### config.mk
export PLATFORM = sky130hd
export DESIGN_NAME = ceespu_int_ctrl
export DESIGN_NICKNAME = d
export VERILOG_FILES = /design/src/rtl/ceespu_int_ctrl.sv
export SDC_FILE = /design/constraint.sdc
export NUM_CORES = 1
export LEC_CHECK = 0
export CORE_UTILIZATION = 34
export DETAILED_ROUTE_END_ITERATION = 12
export GPL_TIMING_DRIVEN = 0
export PLACE_DENSITY = 0.75
export SLEW_MARGIN = 20
export SYNTH_ARGS = -nofsm -noshare
export SYNTH_HDL_FRONTEND = slang
export SYNTH_SLANG_ARGS = --single-unit
### constraint.sdc
create_clock -name I_clk -period 1.26 [get_ports I_clk]
set_input_delay 0.126 -clock I_clk [delete_from_list [all_inputs] [get_ports I_clk]]
set_output_delay 0.126 -clock I_clk [all_outputs]
set_load 0.02 [all_outputs]
### src/rtl/ceespu_int_ctrl.sv
`default_nettype none
// ============================================================================
// Module   : ceespu_int_ctrl
// Brief    : Prioritised interrupt controller with level/edge lines,
//            per-line mask, global enable and single-level handler nesting.
// Revision : 1.0
// ============================================================================
module ceespu_int_ctrl #(
  parameter int                   NUM_IRQ    = 4,
  parameter logic [NUM_IRQ-1:0]   EDGE_MASK  = '0,
  parameter logic [13:0]          VEC_BASE   = 14'h0000,
  parameter logic [13:0]          VEC_STRIDE = 14'h0004,
  parameter logic                 RESET_EN   = 1'b1,
  localparam int                  IDW        = (NUM_IRQ > 1) ? $clog2(NUM_IRQ) : 1
) (
  input  logic               I_clk,
  input  logic               I_rst,
  input  logic [NUM_IRQ-1:0] I_irq,
  input  logic               I_stall,
  input  logic               I_justBranched,
  input  logic               I_int_ack,
  input  logic               I_eint_valid,
  input  logic               I_eint_value,
  input  logic               I_reti,
  input  logic               I_mask_we,
  input  logic [NUM_IRQ-1:0] I_mask_data,
  output logic               O_int_req,
  output logic [13:0]        O_branchAddress,
  output logic [IDW-1:0]     O_active_id,
  output logic               O_in_service,
  output logic               O_int_en,
  output logic [NUM_IRQ-1:0] O_pending
);

  typedef enum logic [1:0] {
    S_IDLE    = 2'd0,
    S_REQ     = 2'd1,
    S_SERVICE = 2'd2
  } state_t;

  state_t             r_state;
  logic [NUM_IRQ-1:0] r_mask;
  logic [NUM_IRQ-1:0] r_edge_pend;
  logic [NUM_IRQ-1:0] r_irq_hist;
  logic [IDW-1:0]     r_active_id;
  logic [13:0]        r_branch_addr;
  logic               r_int_en;
  logic               r_in_service;

  logic [NUM_IRQ-1:0] w_rise;
  logic [NUM_IRQ-1:0] w_clr;
  logic [NUM_IRQ-1:0] w_pending;
  logic [NUM_IRQ-1:0] w_eligible;
  logic [IDW-1:0]     w_win;
  logic [13:0]        w_addr;
  logic               w_req;
  logic               w_ack;

  assign w_rise     = I_irq & ~r_irq_hist & EDGE_MASK;
  assign w_pending  = (I_irq & ~EDGE_MASK) | (r_edge_pend & EDGE_MASK);
  assign w_eligible = w_pending & r_mask;
  assign w_req      = (r_state == S_REQ) && !I_justBranched;
  assign w_ack      = w_req && I_int_ack && !I_stall;
  assign w_addr     = VEC_BASE + ({{(14-IDW){1'b0}}, w_win} * VEC_STRIDE);

  // Descending scan so the lowest set index ends up as the winner.
  always_comb begin
    w_win = '0;
    for (int i = NUM_IRQ - 1; i >= 0; i--) begin
      if (w_eligible[i]) w_win = IDW'(i);
    end
  end

  always_comb begin
    w_clr = '0;
    for (int i = 0; i < NUM_IRQ; i++) begin
      w_clr[i] = w_ack && (r_active_id == IDW'(i)) && EDGE_MASK[i];
    end
  end

  always_ff @(posedge I_clk) begin
    if (I_rst) begin
      r_state       <= S_IDLE;
      r_mask        <= '1;
      r_edge_pend   <= '0;
      r_irq_hist    <= '0;
      r_active_id   <= '0;
      r_branch_addr <= VEC_BASE;
      r_int_en      <= RESET_EN;
      r_in_service  <= 1'b0;
    end else begin
      r_irq_hist  <= I_irq;
      // A fresh edge in the ack cycle must survive the clear.
      r_edge_pend <= (r_edge_pend & ~w_clr) | w_rise;
      if (I_mask_we && !I_stall) r_mask <= I_mask_data;
      if (I_eint_valid && !I_stall) r_int_en <= I_eint_value;
      case (r_state)
        S_IDLE: begin
          if (r_int_en && (w_eligible != '0)) begin
            r_state       <= S_REQ;
            r_active_id   <= w_win;
            r_branch_addr <= w_addr;
          end
        end
        S_REQ: begin
          if (w_ack) begin
            r_state      <= S_SERVICE;
            r_int_en     <= 1'b0;
            r_in_service <= 1'b1;
          end
        end
        S_SERVICE: begin
          if (I_reti && !I_stall) begin
            r_state      <= S_IDLE;
            r_int_en     <= 1'b1;
            r_in_service <= 1'b0;
          end
        end
        default: r_state <= S_IDLE;
      endcase
    end
  end

  assign O_int_req       = w_req;
  assign O_branchAddress = r_branch_addr;
  assign O_active_id     = r_active_id;
  assign O_in_service    = r_in_service;
  assign O_int_en        = r_int_en;
  assign O_pending       = w_pending;

endmodule
`default_nettype wire

==> flow_summary.ini <==
[outcome]
outcome = finished, violations left
violations = setup timing

[grt]
grt_first_pass_wirelength_um = 2420
grt_pass1_vias = 573
grtUsageTotal = 0.158
grt_max_degree = 9
grt_overflow = 0
grt_antenna_before_repair = 0

[worst_setup_path]
crit_type = reg2out
cp.required_ns = 1.13
critPathArrivalTime_ns = 1.14
worstSetupStartpointType = register
crit_path_end_kind = output port
crit_chain = inv_6 > ha_4 > nor2b_4 > buf_6
worst-path-buf-inv = 2
critPathMaxFanout = 3
critPathMaxStageDelay_ns = 0.37
cp_slowest_cell = dfxtp_4
crit_family = flip-flops

[placement]
pre_cts_slack_ns = -0.433
placed_cell_area_um2 = 1080
io_buffer_count = 27
detailed_place_hpwl_um = 1260
place_congestion = 0.703
place_inst = 147

[synth]
avgSynthCellArea_um2 = 8.85
yosysTopAreaCellShare = 0.276
ys_warn_count = 0
netlist_instances = 82
synth_cell_types = 26
ys_seq_elements = 10
ys_top_cells_by_area = dfxtp_1 28%, buf_4 19%, mux2i_1 8.3%, ha_1 6.9%, nand2_1 6.2%
yosysSeqAreaShare = 0.276
syn_area_um2 = 726
yosys.area.top_type = dfxtp_1

[cells_and_area]
multi_input_area_um2 = 472
final_cell_area_um2 = 1190
layout_common_cells = 23 x buf_4, 13 x clkdlybuf4s50_1, 12 x conb_1, 12 x dlygate4sd2_1, 11 x nand2_1
area.sequential_um2 = 208
final_cells = 154
fillCellCount = 169
n_antenna_cell = 0
layout_commonest_cell = buf_4
final_nets = 150
drive_above_1_share = 0.378
syn2layout_area_growth_pct = 64.1

[detailed_routing]
drcViolationCount = 0
drt-initial-drc-count = 7
wire_per_inst_um = 11.6
vias = 688
ant_nets = 0
firstDrtPassIters = 4
routed_via_density = 4.47
routed_wl_um = 1780

[clocking]
clkTransAtPathRegs_ns = 0.07
clockBufferDepth = 2
root_buffer = clkbuf_4
numCtsBuffers = 3
h-tree-depth = 1
clk_latency_ns = 0.27
tritoncts = yes
cts_hold_buf = 0
cts.sinks = 10

[floorplan]
start_util = 0.366
die_h_um = 48.2
io-pin-count = 40
rows = 16
die_w_um = 48.2
fp.coreArea_um2 = 1980
die-area_um2 = 2320

[min_path]
hold_path.class = in2reg

[timing]
slew_viol_final = 0
finClkSkew_ns = 0.00122
final_hold_viol_count = 0
setup_viol = 2
fmax_ghz = 0.790
finalCriticalPeriod_ns = 1.27
rsz0062_at_grt = true
fin_ws_ns = -0.00504
finalCritPeriodShare = 1.00

[pwr]
fin_total_pwr_mw = 1.82
power.density_nw_per_um2 = 1530
peakVddDrop_v = 0.000907
power_leakage_nw = 0.576

[flow_run]
maxCapViolCount = 0
## cells in the mapped netlist
library cell and n:
a211o_1 1, a21o_1 2, a21oi_1 1, a221oi_2 1
a22oi_1 2, a22oi_4 1, a311oi_1 1, a32oi_1 1
a41oi_1 1, and2b_2 3, buf_4 18, clkbuf_1 1
conb_1 1, dfxtp_1 10, ha_1 4, inv_1 6
mux2i_1 6, nand2_1 12, nand2b_2 1, nand3_1 3
nor2_1 1, nor2b_1 1, o2111ai_1 1, o211ai_1 1
o221a_2 1, or3b_4 1
## tightest hold or removal path, stage by stage
cell and delay (ns):
dlygate4sd2_1 0.24, a41oi_1 0.20, a311oi_1 0.07
## logic make-up (layout without fill, tap and decap cells)
kind of cell	Yosys count	in the layout	synth area share
other cells	1	12	0.00517
buf+inv	25	59	0.222
compound gates	14	14	0.184
simple gates	22	22	0.160
fa+ha+maj	4	4	0.0690
mux	6	6	0.0828
flops	10	10	0.276
## routing by layer
metal / share of wire / GRT usage
met4: 0.010 / 0.0667
met1: 0.35 / 0.138
met3: 0.078 / 0.0444
met5: 0 / 0
met2: 0.57 / 0.323
## report_power, final
group,internal (mW),switching [mW]
combinational,0.565,0.527
clock,0.111,0.118
sequential,0.403,0.100
total,1.08,0.745
## path summary, 6_finish.rpt
path,startpoint,end,slack [ns],cells after the start
setup reg to reg,r_state[1],r_state[0],-0.005,5
hold / removal,I_int_ack,O_in_service,0.41,3
hold reg to reg,O_active_id[0],O_active_id[0],0.47,2
setup / recovery,r_state[1],O_int_req,-0.005,4
## stage by stage
step	setup TNS, ns	hold slack, ns	util
after floorplan	-0.0200	0.192	-
final	-0.00679	0.412	0.601
after global routing	-0.181	0.422	0.601
after detailed placement	-3.54	0.466	0.544
after CTS	-0.0161	0.409	0.582
after global placement	-3.34	0.464	0.544
## layout make-up
| cell class | count | share of cell area |
|---|---|---|
| Clock buffer | 3 | 0.0189 |
| Multi-Input combinational cell | 58 | 0.396 |
| Buffer | 19 | 0.117 |
| Tap cell | 27 | 0.0284 |
| Sequential cell | 10 | 0.174 |
| Timing Repair Buffer | 31 | 0.238 |
| Inverter | 6 | 0.0273 |
## sequential cells by signal, indices dropped and copies added (netlist names)
| register | cells |
|---|---|
| O_in_service | 1 |
| O_int_en | 1 |
| O_active_id | 2 |
| r_state | 2 |
| r_mask | 4 |
## timing repair
item	4_1_cts	5_1_grt
hold endpoints to repair	0	0
resized for setup	36	5
gates cloned	0	0
pin swaps	4	4
setup endpoints to repair	15	5
setup buffers	1	3
(Power assumes the default switching activity.)
